$ cat src/rtl/adder_flit_injector.sv
// Packetised thermometer-code flit source driving the adder's two N-bit operands.
// Build macro ADDER_INJ_STATS_EN adds the flit_cnt / cycle_cnt readout ports.
module adder_flit_injector #(
    parameter int N        = 11,
    parameter int PAYLOAD  = 20,
    parameter int GAP      = 7,
    parameter int NUM_PKTS = 10,
    parameter int STRIDE   = 6
) (
    input  logic                          clk,
    input  logic                          rst,
    input  logic                          start,
    input  logic                          stall,
    output logic [N-1:0]                  input1,
    output logic [N-1:0]                  input2,
    output logic                          flit_valid,
    output logic                          last_flit,
    output logic [$clog2(NUM_PKTS+1)-1:0] pkt_idx,
    output logic                          busy,
`ifdef ADDER_INJ_STATS_EN
    output logic [31:0]                   flit_cnt,
    output logic [31:0]                   cycle_cnt,
`endif
    output logic                          done
);

    localparam int W  = 2 * N;
    localparam int PW = $clog2(NUM_PKTS + 1);
    localparam int CW = $clog2(PAYLOAD + 1);
    localparam int GW = (GAP > 1) ? $clog2(GAP) : 1;
    localparam int KW = $clog2(2 * W + 1);

    localparam logic [CW-1:0] PAYLOAD_C = CW'(PAYLOAD);
    localparam logic [PW-1:0] LAST_PKT  = PW'(NUM_PKTS - 1);
    localparam logic [GW-1:0] GAP_LAST  = GW'((GAP > 0) ? GAP - 1 : 0);
    localparam logic [KW-1:0] STRIDE_K  = KW'(STRIDE);
    localparam logic [KW-1:0] W_K       = KW'(W);
    localparam logic [KW-1:0] WRAP_K    = KW'(W + 1);
    localparam logic [W-1:0]  ONES      = '1;

    typedef enum logic [1:0] {
        S_IDLE,
        S_SEND,
        S_GAP
    } state_t;

    state_t         state_q, state_d;
    logic [CW-1:0]  cnt_q, cnt_d;
    logic [GW-1:0]  gap_q, gap_d;
    logic [KW-1:0]  k_q, k_d;
    logic           pol_q, pol_d;
    logic [PW-1:0]  pkt_d;
    logic [W-1:0]   word_d;
    logic           valid_d, last_d, busy_d, done_d;

    logic           load, first, pkt_end;
    logic [KW-1:0]  k_base, k_sum;
    logic           pol_base;

    always_comb begin
        // NOTE: every signal driven here gets a default first, so no path through the case infers a latch.
        state_d  = state_q;
        cnt_d    = cnt_q;
        gap_d    = gap_q;
        k_d      = k_q;
        pol_d    = pol_q;
        pkt_d    = pkt_idx;
        word_d   = {input2, input1};
        valid_d  = flit_valid;
        last_d   = last_flit;
        busy_d   = busy;
        done_d   = 1'b0;
        load     = 1'b0;
        first    = 1'b0;
        pkt_end  = 1'b0;
        k_base   = '0;
        pol_base = 1'b0;
        k_sum    = '0;

        case (state_q)
            S_IDLE: begin
                if (start) begin
                    state_d = S_SEND;
                    cnt_d   = '0;
                    pkt_d   = '0;
                end
            end
            S_SEND: begin
                if (!stall) begin
                    if (cnt_q != PAYLOAD_C) begin
                        load  = 1'b1;
                        first = (cnt_q == '0);
                    end else if (GAP > 0) begin
                        state_d = S_GAP;
                        gap_d   = '0;
                        valid_d = 1'b0;
                        last_d  = 1'b0;
                    end else begin
                        pkt_end = 1'b1;
                    end
                end
            end
            S_GAP: begin
                if (gap_q == GAP_LAST) begin
                    pkt_end = 1'b1;
                end else begin
                    gap_d = gap_q + 1'b1;
                end
            end
            default: state_d = S_IDLE;
        endcase

        // The edge that closes a packet either finishes the run or launches the next packet's first flit.
        if (pkt_end) begin
            if (pkt_idx == LAST_PKT) begin
                state_d = S_IDLE;
                done_d  = 1'b1;
                busy_d  = 1'b0;
                valid_d = 1'b0;
                last_d  = 1'b0;
                pkt_d   = '0;
            end else begin
                state_d = S_SEND;
                pkt_d   = pkt_idx + 1'b1;
                load    = 1'b1;
                first   = 1'b1;
            end
        end

        if (load) begin
            cnt_d    = first ? CW'(1) : cnt_q + 1'b1;
            k_base   = first ? '0 : k_q;
            pol_base = first ? 1'b0 : pol_q;
            k_sum    = k_base + STRIDE_K;
            if (k_sum > W_K) begin
                k_d   = k_sum - WRAP_K;
                pol_d = ~pol_base;
            end else begin
                k_d   = k_sum;
                pol_d = pol_base;
            end
            // pol=0 fills from the MSB down, pol=1 from the LSB up.
            word_d  = pol_d ? ~(ONES << k_d) : ~(ONES >> k_d);
            valid_d = 1'b1;
            last_d  = (cnt_d == PAYLOAD_C);
            busy_d  = 1'b1;
        end
    end

    // NOTE: registers use non-blocking assignments so every flop samples pre-edge values.
    always_ff @(posedge clk) begin
        if (rst) begin
            state_q    <= S_IDLE;
            cnt_q      <= '0;
            gap_q      <= '0;
            k_q        <= '0;
            pol_q      <= 1'b0;
            pkt_idx    <= '0;
            input1     <= '0;
            input2     <= '0;
            flit_valid <= 1'b0;
            last_flit  <= 1'b0;
            busy       <= 1'b0;
            done       <= 1'b0;
        end else begin
            state_q    <= state_d;
            cnt_q      <= cnt_d;
            gap_q      <= gap_d;
            k_q        <= k_d;
            pol_q      <= pol_d;
            pkt_idx    <= pkt_d;
            input1     <= word_d[N-1:0];
            input2     <= word_d[W-1:N];
            flit_valid <= valid_d;
            last_flit  <= last_d;
            busy       <= busy_d;
            done       <= done_d;
        end
    end

`ifdef ADDER_INJ_STATS_EN
    // Counters clear on an accepted start and freeze once busy drops, so they stay readable after done.
    always_ff @(posedge clk) begin
        if (rst) begin
            flit_cnt  <= '0;
            cycle_cnt <= '0;
        end else if (state_q == S_IDLE && start) begin
            flit_cnt  <= '0;
            cycle_cnt <= '0;
        end else begin
            if (flit_valid && !stall) begin
                flit_cnt <= flit_cnt + 32'd1;
            end
            if (busy) begin
                cycle_cnt <= cycle_cnt + 32'd1;
            end
        end
    end
`endif

endmodule

$ cat config.mk
export PLATFORM = sky130hd
export DESIGN_NAME = adder_flit_injector
export DESIGN_NICKNAME = d
export VERILOG_FILES = /design/src/rtl/adder_flit_injector.sv
export SDC_FILE = /design/constraint.sdc
export NUM_CORES = 1
export LEC_CHECK = 0
export ABC_CLOCK_PERIOD_IN_PS = 10000
export BUFFER_PORTS_ARGS = -buffer_cell sky130_fd_sc_hd__buf_2
export CAP_MARGIN = 20
export CORE_ASPECT_RATIO = 0.9
export CORE_MARGIN = 2
export CORE_UTILIZATION = 40
export CTS_CLUSTER_DIAMETER = 100
export DETAILED_ROUTE_END_ITERATION = 8
export PLACE_DENSITY_LB_ADDON = 0.1
export SKIP_CTS_REPAIR_TIMING = 1
export SLEW_MARGIN = 10
export SYNTH_ARGS = -nofsm -noshare
export SYNTH_HDL_FRONTEND = slang
export SYNTH_SLANG_ARGS = --single-unit
export TNS_END_PERCENT = 100
$ cat constraint.sdc
create_clock -name clk -period 10 [get_ports clk]
set_input_delay 1 -clock clk [delete_from_list [all_inputs] [get_ports clk]]
set_output_delay 1 -clock clk [all_outputs]
set_load 0.1 [all_outputs]
== Yosys cells after proc, flatten, opt, wreduce, memory -nomap -nowiden ==
Cells that the tools add are included.

* Register bits after elaboration: 47
* Input bits: 4
* Output and inout bits: 30

* Add/subtract/negate cells: 5
* Order comparisons: 1
* Equality and inequality tests: 13
* Shift-type cells: 2
* Multiplexer cells: 53
* Bitwise operators: 4
* Reductions and logical operators: 15

{| class="wikitable"
|+ Operator list
! kind !! count
|-
| NOT 22 bit || 2
|-
| two-way mux 1 bit || 32
|-
| two-way mux 22 bit || 1
|-
| left shift 22 x 6 -> 22 bit, first input constant || 1
|-
| >> shifter 22 x 6 -> 22 bit, first input constant || 1
|-
| two-way mux 5 bit || 4
|-
| two-way mux 6 bit || 3
|-
| two-way mux 4 bit || 4
|-
| nonzero test 2 bit || 7
|-
| two-way mux 3 bit || 3
|-
| != test 3 bit, second input constant || 3
|-
| two-way mux 2 bit || 4
|-
| != test 2 bit, second input constant || 4
|-
| AND reduction 4 bit || 2
|-
| adder 6 x 3 -> 6 bit, second input constant || 1
|-
| > comparator 6 x 5 -> 1 bit, second input constant || 1
|-
| case mux 2 bit (3 select lines) || 1
|-
| case mux 3 bit (2 select lines) || 1
|-
| AND reduction 2 bit || 3
|-
| subtractor 6 x 5 -> 6 bit, second input constant || 1
|-
| adder 5 x 1 -> 5 bit, second input constant || 1
|-
| == test 5 bit, second input constant || 1
|-
| logical NOT 5 bit || 1
|-
| != test 5 bit, second input constant || 1
|-
| 9 further kinds || 10
|}

== Longest topological paths before layout ==
Gate-level depths: netlist of the first run.

* Depth in word-level cells: 14
* Gate-level depth with buffers: 17
* Gate-level depth less buffers: 14

== Worst setup path before layout of the first run ==
OpenSTA, ideal clock, no wires.

* Path type: reg-to-reg
* From: reg pkt_idx[0]
* To: reg input2[8]
* Library setup time: 70 ps
* Arrival: 4,296 ps
* Data required time: 9,930 ps
* Setup slack: 5,633 ps
* Cell stages (with the launch flop): 14
* Buffers on the path: 1
* Clock period less this slack: 4,367 ps
* Cell sequence: dfxtp_1 ha_1 nand3b_1 a22oi_4 nand2_1 ha_1 or2_2 or4_1 a211oi_1 o31ai_2 nand3_2 buf_4 a32oi_1 a21oi_1

* Cells in the longest elaborated chain, start to end: 11

{| class="wikitable"
|+ RTL lines
! element !! line !! source
|-
| start: declaration || 18 || <nowiki>output logic [$clog2(NUM_PKTS+1)-1:0] pkt_idx,</nowiki>
|-
| start signal: assignment || 171 || <nowiki>pkt_idx <= pkt_d;</nowiki>
|-
| == test 4 bit * || 115 || <nowiki>if (pkt_idx == LAST_PKT) begin</nowiki>
|-
| two-way mux 1 bit || 115 ||
|-
| two-way mux 1 bit || 114 || <nowiki>if (pkt_end) begin</nowiki>
|-
| two-way mux 6 bit || 132 || <nowiki>k_base = first ? '0 : k_q;</nowiki>
|-
| adder 6 x 3 -> 6 bit || 134 || <nowiki>k_sum = k_base + STRIDE_K;</nowiki>
|-
| subtractor 6 x 5 -> 6 bit or > comparator 6 x 5 -> 1 bit (tied branches) || 136, 135 ||
|-
| two-way mux 6 bit || 135 || <nowiki>if (k_sum > W_K) begin</nowiki>
|-
| two-way mux 6 bit || 130 || <nowiki>if (load) begin</nowiki>
|-
| >> shifter 22 x 6 -> 22 bit or left shift 22 x 6 -> 22 bit (tied branches) || 143 || <nowiki>word_d = pol_d ? ~(ONES << k_d) : ~(ONES >> k_d);</nowiki>
|-
| NOT 22 bit || 143 ||
|-
| two-way mux 22 bit || 143 ||
|-
| end signal: assignment || 173 || <nowiki>input2 <= word_d[W-1:N];</nowiki>
|-
| end: declaration || 15 || <nowiki>output logic [N-1:0] input2,</nowiki>
|}

Every way passes the cells marked *; elsewhere a longest branch is shown, timed or not. The select of a mux whose other input is x is not followed.
A chain may end at the register's enable or synchronous reset.

== Final worst setup path of the first run ==
* From: in stall
* To: reg input1[0]

* Cells in the longest elaborated chain, start to end: 12

{| class="wikitable"
|+ RTL lines
! element !! line !! source
|-
| start: declaration || 13 || <nowiki>input logic stall,</nowiki>
|-
| two-way mux 1 bit || 89 || <nowiki>if (!stall) begin</nowiki>
|-
| two-way mux 1 bit || 80 || <nowiki>case (state_q)</nowiki>
|-
| two-way mux 1 bit || 115 ||
|-
| two-way mux 1 bit || 114 ||
|-
| two-way mux 6 bit || 132 ||
|-
| adder 6 x 3 -> 6 bit || 134 ||
|-
| subtractor 6 x 5 -> 6 bit or > comparator 6 x 5 -> 1 bit (tied branches) || 136, 135 ||
|-
| two-way mux 6 bit || 135 ||
|-
| two-way mux 6 bit || 130 ||
|-
| >> shifter 22 x 6 -> 22 bit or left shift 22 x 6 -> 22 bit (tied branches) || 143 ||
|-
| NOT 22 bit || 143 ||
|-
| two-way mux 22 bit || 143 ||
|-
| end signal: assignment || 172 || <nowiki>input1 <= word_d[N-1:0];</nowiki>
|-
| end: declaration || 14 || <nowiki>output logic [N-1:0] input1,</nowiki>
|}

Several ways; a longest one is shown, not always the timed one. The select of a mux whose other input is x is not followed.

==> run_results.csv, run 1 <==
group,metric,value,unit
clocking,cts_made_buffers,5,
route,firstDrtPassIters,4,
pwr,switching_share,0.379,
synthesis,yosysWarningCount,0,
worst_setup_path,startpoint_type,"input port",
flow_run,drv_cap,0,
synthesis,yosysSeqAreaShare,0.322,
pwr,p_switching,171,uW
timing,finalHoldWorstSlack,0.459,ns
floorplan,ios,34,
synthesis,syn_avg_cell_area,8.13,sq um
synthesis,synth_area,0.00292,sq mm
worst_setup_path,reg2reg_from,"cnt_q[0]$_SDFFE_PP0P_",
worst_setup_path,crit_start,"stall",
worst_setup_path,critPathMaxFanout,17,
placement,place_congestion,0.853,
global_routing,grt_pass1_vias,2427,
clocking,cts_htree_levels,2,
placement,hpwl,5.50,mm
clocking,clockBufferDepth,2,
worst_setup_path,crit_type,"in2reg",
worst_setup_path,cp_cell_sequence,"buf_2 > or3b_4 > o221ai_4 > ha_1 > nor4bb_1 > a21oi_2 > and3_4 > o31ai_2 > nand3_2 > or3b_1 > o32ai_2 > nor4_2",
route,drcViolationCount,0,
pwr,power_frac_seq,0.442,
placement,portBuffers,33,
worst_setup_path,required,10.19,ns
worst_setup_path,cp-endpoint,"input1[0]$_SDFFE_PP0P_",
timing,slew_violations,0,
route,vias_per_cell,5.59,
hold_path,min_path_type,"reg2reg",
clocking,clock_latency,0.32,ns
synthesis,synth_area_leaders,"dfxtp_1 32%, nor2_1 6.7%, nand2_1 5.4%, a21oi_1 4.6%, ha_1 4.3%",
synthesis,ys_seq_elements,47,
pwr,p_clk_frac,0.283,
synthesis,async_flop_share,0,
worst_setup_path,cpPeakStageDelay,0.51,ns
route,routed_wl,7.56,mm
timing,period_share,0.448,
synthesis,synth_top_area_cell,"dfxtp_1",
final_layout,antenna_cells,0,
timing,worstMarginPinSlew,0.966,ns
global_routing,gr-total-overflow,0,
pwr,internal_power,280,uW
global_routing,grt_pass1_wl,12.6,mm
worst_setup_path,worstSetupEndpointType,"register",
timing,hold_violations,0,
floorplan,die_x,94.0,um
timing,post-route-min-period,4.48,ns
route,first_iter_violations,156,
route,drtAntennaViolNets,0,
final_layout,drive_gt1_frac,0.173,
clocking,clockRootBuffer,"clkbuf_8",
synthesis,netlist_instances,359,
pwr,p_leak,0.00123,uW
worst_setup_path,arrival,4.66,ns
synthesis,synth_edf_count,0,
synthesis,synth_nets,373,
run_status,status,"finished, final reports clean",
clocking,cts_tree,"built",
floorplan,num_rows,29,
synthesis,synth_top_area_share,0.322,
floorplan,die_h,85.0,um
timing,max_freq,223,MHz
global_routing,grt_antenna_before_repair,0,
floorplan,initial_core_util,0.412,
pwr,power.density,141,mW/mm^2
timing,fin_skew,0.0161,ns
global_routing,grt_usage,0.201,
worst_setup_path,slowest_stage,"or3b_1",
global_routing,grt_max_degree,40,
clocking,path_clk_slew,0.10,ns
timing,slew_headroom,0.355,
route,vias,2657,
final_layout,final_nets,395,
worst_setup_path,reg2reg_depth,13,
timing,tns,0,ns
pwr,p_comb_frac,0.275,
floorplan,core-area,0.00708,sq mm
floorplan,die-area,0.00799,sq mm
worst_setup_path,r2r_slack,5.61,ns
pwr,peakVddDrop,0.0000594,V
clocking,cts.sinks,47,
synthesis,synth.distinct_cells,72,
final_layout,area_growth_syn_to_layout,9.26,%
worst_setup_path,timing.rr.end,"input1[0]$_SDFFE_PP0P_",
synthesis,ys.flop_type,"dfxtp_1",
timing,final-setup-viol-count,0,
route,wl_per_cell,15.9,um
timing,rsz0062_at_grt,"no",
cells by family (layout without fill, tap and decap cells):
| kind of cell | Yosys count | in the layout | synth area share |
|---|---|---|---|
| adders and majority gates | 10 | 10 | 0.0429 |
| muxes | 1 | 1 | 0.00343 |
| buffers and inverters | 28 | 51 | 0.0519 |
| xor gates and xnor gates | 8 | 8 | 0.0240 |
| DFF | 47 | 47 | 0.322 |
| AOI/OAI and AO/OA | 95 | 95 | 0.247 |
| and+or+nand+nor | 170 | 170 | 0.309 |
power by group through the flow:
stage | Sequential [uW] | Combinational [uW] | Clock [uW]
3_5_place_dp | 203 | 123 | 0
3_3_place_gp | 203 | 123 | 0
4_1_cts | 199 | 124 | 133
6_report | 199 | 124 | 127
5_1_grt | 200 | 134 | 140
2_1_floorplan | 239 | 70.0 | 0
worst max-delay path, delay by kind of cell:
family          cells  cell delay [ns]
compound gates      4             1.22
fa+ha+maj           1             0.32
buf+inv             1             0.12
simple gates        6             1.99
sequential cells by signal, summed over array words and instances, names as in the netlist:
register    cells
done            1
last_flit       1
input2         11
flit_valid      1
input1         11
cnt_q           5
gap_q           3
pol_q           1
k_q             6
pkt_idx         4
busy            1
state_q         2
cell usage after synthesis (2+ instances only):
cell	number
dfxtp_1	47
a22oi_1	4
clkbuf_1	7
nand2b_1	4
a31oi_1	6
nor4_1	2
o21ai_0	17
xnor2_1	5
o221ai_1	2
o221ai_4	2
a32oi_1	2
and2_1	4
buf_4	3
o311ai_1	2
nand3_1	17
inv_1	9
and4b_1	3
buf_6	4
nand2_1	42
ha_1	10
nor2_1	52
or3_1	2
nand4_1	2
xor2_1	3
nand3b_1	4
buf_2	4
nor3_1	12
a221oi_1	2
nor2b_1	5
o211ai_1	9
nand3_2	2
a211oi_1	4
a21oi_1	27
stage by stage:
step,setup WS (ns),area [sq um],util,total power [uW],instances
after global placement,5.32,3090,0.437,327,467
final,5.52,3190,0.451,451,475
after detailed placement,5.23,3090,0.437,327,467
after floorplan,5.63,2920,-,309,359
after CTS,5.56,3190,0.451,456,475
after global routing,5.26,3190,0.451,475,475
routing by layer:
metal / track usage / up-vias / routed length [um]
met5: 0 / - / 0
met4: 0.0751 / 0 / 63
met3: 0.0346 / 4 / 347
met2: 0.277 / 65 / 3240
met1: 0.309 / 1240 / 3920
li1: - / 1348 / -
layout make-up:
type / instances / area [sq um]
clock inverter: 2 / 16.3
multi-input combinational: 284 / 1830
sequential: 47 / 941
tap: 93 / 116
fill: 728 / 3890
inverter: 9 / 33.8
clock buffer: 6 / 82.6
timing repair buffer: 34 / 173
how the worst min path moves through the flow:
stage	from	endpoint	slack, ns	depth (start not counted)
final	input1[7]$_SDFFE_PP0P_	input1[7]$_SDFFE_PP0P_	0.46	2
after global routing	input1[6]$_SDFFE_PP0P_	input1[6]$_SDFFE_PP0P_	0.48	2
after CTS	input1[7]$_SDFFE_PP0P_	input1[7]$_SDFFE_PP0P_	0.46	2
after detailed placement	input1[5]$_SDFFE_PP0P_	input1[5]$_SDFFE_PP0P_	0.44	2
after global placement	input1[5]$_SDFFE_PP0P_	input1[5]$_SDFFE_PP0P_	0.43	2
after floorplan	gap_q[1]$_SDFFE_PP0P_	gap_q[1]$_SDFFE_PP0P_	0.45	2
layout by cell type (no fill, tap or decap), types with 2 or more instances in the layout:
master,Yosys,routed
a211oi_1,4,4
a21oi_1,27,27
a221oi_1,2,2
a22oi_1,4,4
a31oi_1,6,6
a32oi_1,2,2
and2_1,4,4
and4b_1,3,3
buf_2,4,33
clkbuf_8,0,6
dfxtp_1,47,47
ha_1,10,10
inv_1,9,9
nand2_1,42,42
nand2b_1,4,4
nand3_1,17,17
nand3_2,2,2
nand3b_1,4,4
nand4_1,2,2
nor2_1,52,52
nor2b_1,5,5
nor3_1,12,12
nor4_1,2,2
o211ai_1,9,9
o21ai_0,17,17
o221ai_1,2,2
o221ai_4,2,2
o311ai_1,2,2
or3_1,2,2
xnor2_1,5,5
xor2_1,3,3
No activity file was read; power rests on OpenSTA's default activity.
==> inputs of run 2 (changes only) <==
--- a/config.mk
+++ b/config.mk
@@ -5,7 +5,7 @@
 export SDC_FILE = /design/constraint.sdc
 export NUM_CORES = 1
 export LEC_CHECK = 0
-export ABC_CLOCK_PERIOD_IN_PS = 10000
+export ABC_CLOCK_PERIOD_IN_PS = 3700
 export BUFFER_PORTS_ARGS = -buffer_cell sky130_fd_sc_hd__buf_2
 export CAP_MARGIN = 20
 export CORE_ASPECT_RATIO = 0.9
==> constraint.sdc (replaced) <==
create_clock -name clk -period 3.7 [get_ports clk]
set_input_delay 0.37 -clock clk [delete_from_list [all_inputs] [get_ports clk]]
set_output_delay 0.37 -clock clk [all_outputs]
set_load 0.1 [all_outputs]
==> run_results.csv, run 2 (synthesized netlist as in run 1, its figures left out) <==
group,metric,value,unit
run_status,status,"finished, final reports clean",
clocking,cts_tree,"built",
route,wl_per_cell,16.2,um
worst_setup_path,crit_type,"reg2reg",
final_layout,final_cell_mix,"52 x nor2_1, 42 x dfxtp_1, 41 x nand2_1, 39 x buf_4, 33 x buf_2",
worst_setup_path,required,3.87,ns
floorplan,die_h,85.0,um
hold_path,min_path_type,"in2reg",
final_layout,final_util,0.513,
route,vias,2850,
timing,slew_violations,0,
route,routed_wl,8.33,mm
final_layout,final_nets,434,
global_routing,grt_pass1_wl,13.8,mm
timing,max_freq,279,MHz
timing,slew_headroom,0.466,
route,first_iter_violations,205,
placement,post-place-ws,0.0410,ns
timing,worstMarginPinSlew,0.801,ns
placement,dp_cells,504,
final_layout,fin_cells,514,
pwr,p_leak,0.00149,uW
clocking,clockRootBuffer,"clkbuf_8",
worst_setup_path,arrival,3.76,ns
clocking,cts_made_buffers,5,
timing,fin_ws,0.111,ns
final_layout,reg_top3,"input1 (11), input2 (11), k_q (6)",
floorplan,die_x,94.0,um
final_layout,antenna_cells,0,
clocking,cts.sinks,47,
flow_run,drv_cap,0,
placement,place_congestion,0.928,
worst_setup_path,cpPeakStageDelay,0.50,ns
worst_setup_path,startpoint_type,"register",
clocking,cts_htree_levels,2,
pwr,finalPower,1350,uW
global_routing,grt_pass1_vias,2638,
final_layout,final_common_cell,"nor2_1",
floorplan,ios,34,
worst_setup_path,slowest_stage,"or4b_4",
route,vias_per_cell,5.54,
timing,period_share,0.970,
timing,post-route-min-period,3.59,ns
placement,hpwl,6.08,mm
route,drcViolationCount,0,
clocking,path_clk_slew,0.10,ns
global_routing,grt_max_degree,40,
timing,hold_violations,0,
global_routing,grt_antenna_before_repair,0,
floorplan,die-area,0.00799,sq mm
pwr,power.density,371,mW/mm^2
worst_setup_path,cp_cell_sequence,"inv_1 > ha_1 > or4b_4 > o221ai_4 > ha_4 > nor4bb_4 > a21oi_2 > a32oi_2 > buf_4 > o21ai_2 > xnor2_2 > nor2_1 > a221oi_1 > nor3_1",
placement,portBuffers,33,
floorplan,core-area,0.00708,sq mm
floorplan,initial_core_util,0.412,
clocking,clock_latency,0.31,ns
timing,fin_skew,0.00838,ns
final_layout,area_growth_syn_to_layout,24.5,%
timing,rsz0062_at_grt,"yes",
global_routing,gr-total-overflow,0,
worst_setup_path,worstSetupEndpointType,"register",
final_layout,drive_gt1_frac,0.287,
pwr,peakVddDrop,0.000153,V
route,drtAntennaViolNets,0,
global_routing,grt_usage,0.215,
floorplan,num_rows,29,
timing,final-setup-viol-count,0,
route,firstDrtPassIters,4,
worst_setup_path,critPathMaxFanout,6,
clocking,clockBufferDepth,2,
timing,finalHoldWorstSlack,0.370,ns
[run 2: cell types whose count changed in the layout (fill, tap and decap cells not counted), moves of 2 or more]
cell	delta
o21ai_1	+2
xnor2_1	-2
buf_4	+38
dfxtp_4	+3
xnor2_2	+2
o21ai_0	-2
dfxtp_1	-5
dfxtp_2	+2
[run 2: final cells by class]
type	instances	area, sq um
multi-input cells	284	1930
clock inverters	3	47.5
inverters	9	33.8
flip-flops and latches	47	955
repair buffers	73	478
well taps	93	116
fillers	722	3440
clock buffers	5	68.8
[run 2: stage by stage]
stage | cell area [sq um] | TNS [ns]
after global placement | 3410 | 0
after detailed placement | 3410 | 0
after CTS | 3520 | -0.00672
after floorplan | 2950 | 0
after global routing | 3630 | -0.993
final | 3630 | 0
[run 2: per-layer routing]
layer  vias up  routed length, um  global-route usage
met2        66               3640               0.314
met1      1354               4190               0.333
met4         0                 89              0.0474
met5         -                  0                   0
met3         9                422              0.0329
li1       1421                  -                   -
[run 2: final timing paths]
path	slack, ns	cells past startpoint	to	startpoint
hold reg to reg	0.45	2	input1[6]$_SDFFE_PP0P_	input1[6]$_SDFFE_PP0P_
setup reg to reg	0.11	14	input1[10]$_SDFFE_PP0P_	cnt_q[0]$_SDFFE_PP0P_
setup / recovery	0.11	14	input1[10]$_SDFFE_PP0P_	cnt_q[0]$_SDFFE_PP0P_
hold / removal	0.37	3	state_q[1]$_SDFFE_PP0P_	start
[run 2: power by group]
| part | leakage, uW | switching, uW | internal (uW) | total [uW] |
|---|---|---|---|---|
| Clock | 0.0000587 | 205 | 205 | 410 |
| Sequential | 0.000385 | 12.2 | 522 | 534 |
| Combinational | 0.00105 | 279 | 123 | 402 |
[run 2: critical path: cells and delay by family (launching register included)]
family / cells / cell delay (ns)
DFF: 1 / 0.32
and+or+nand+nor: 4 / 1.09
adders and majority gates: 2 / 0.40
buffers and inverters: 2 / 0.24
xor gates and xnor gates: 1 / 0.29
AOI/OAI and AO/OA: 5 / 1.09
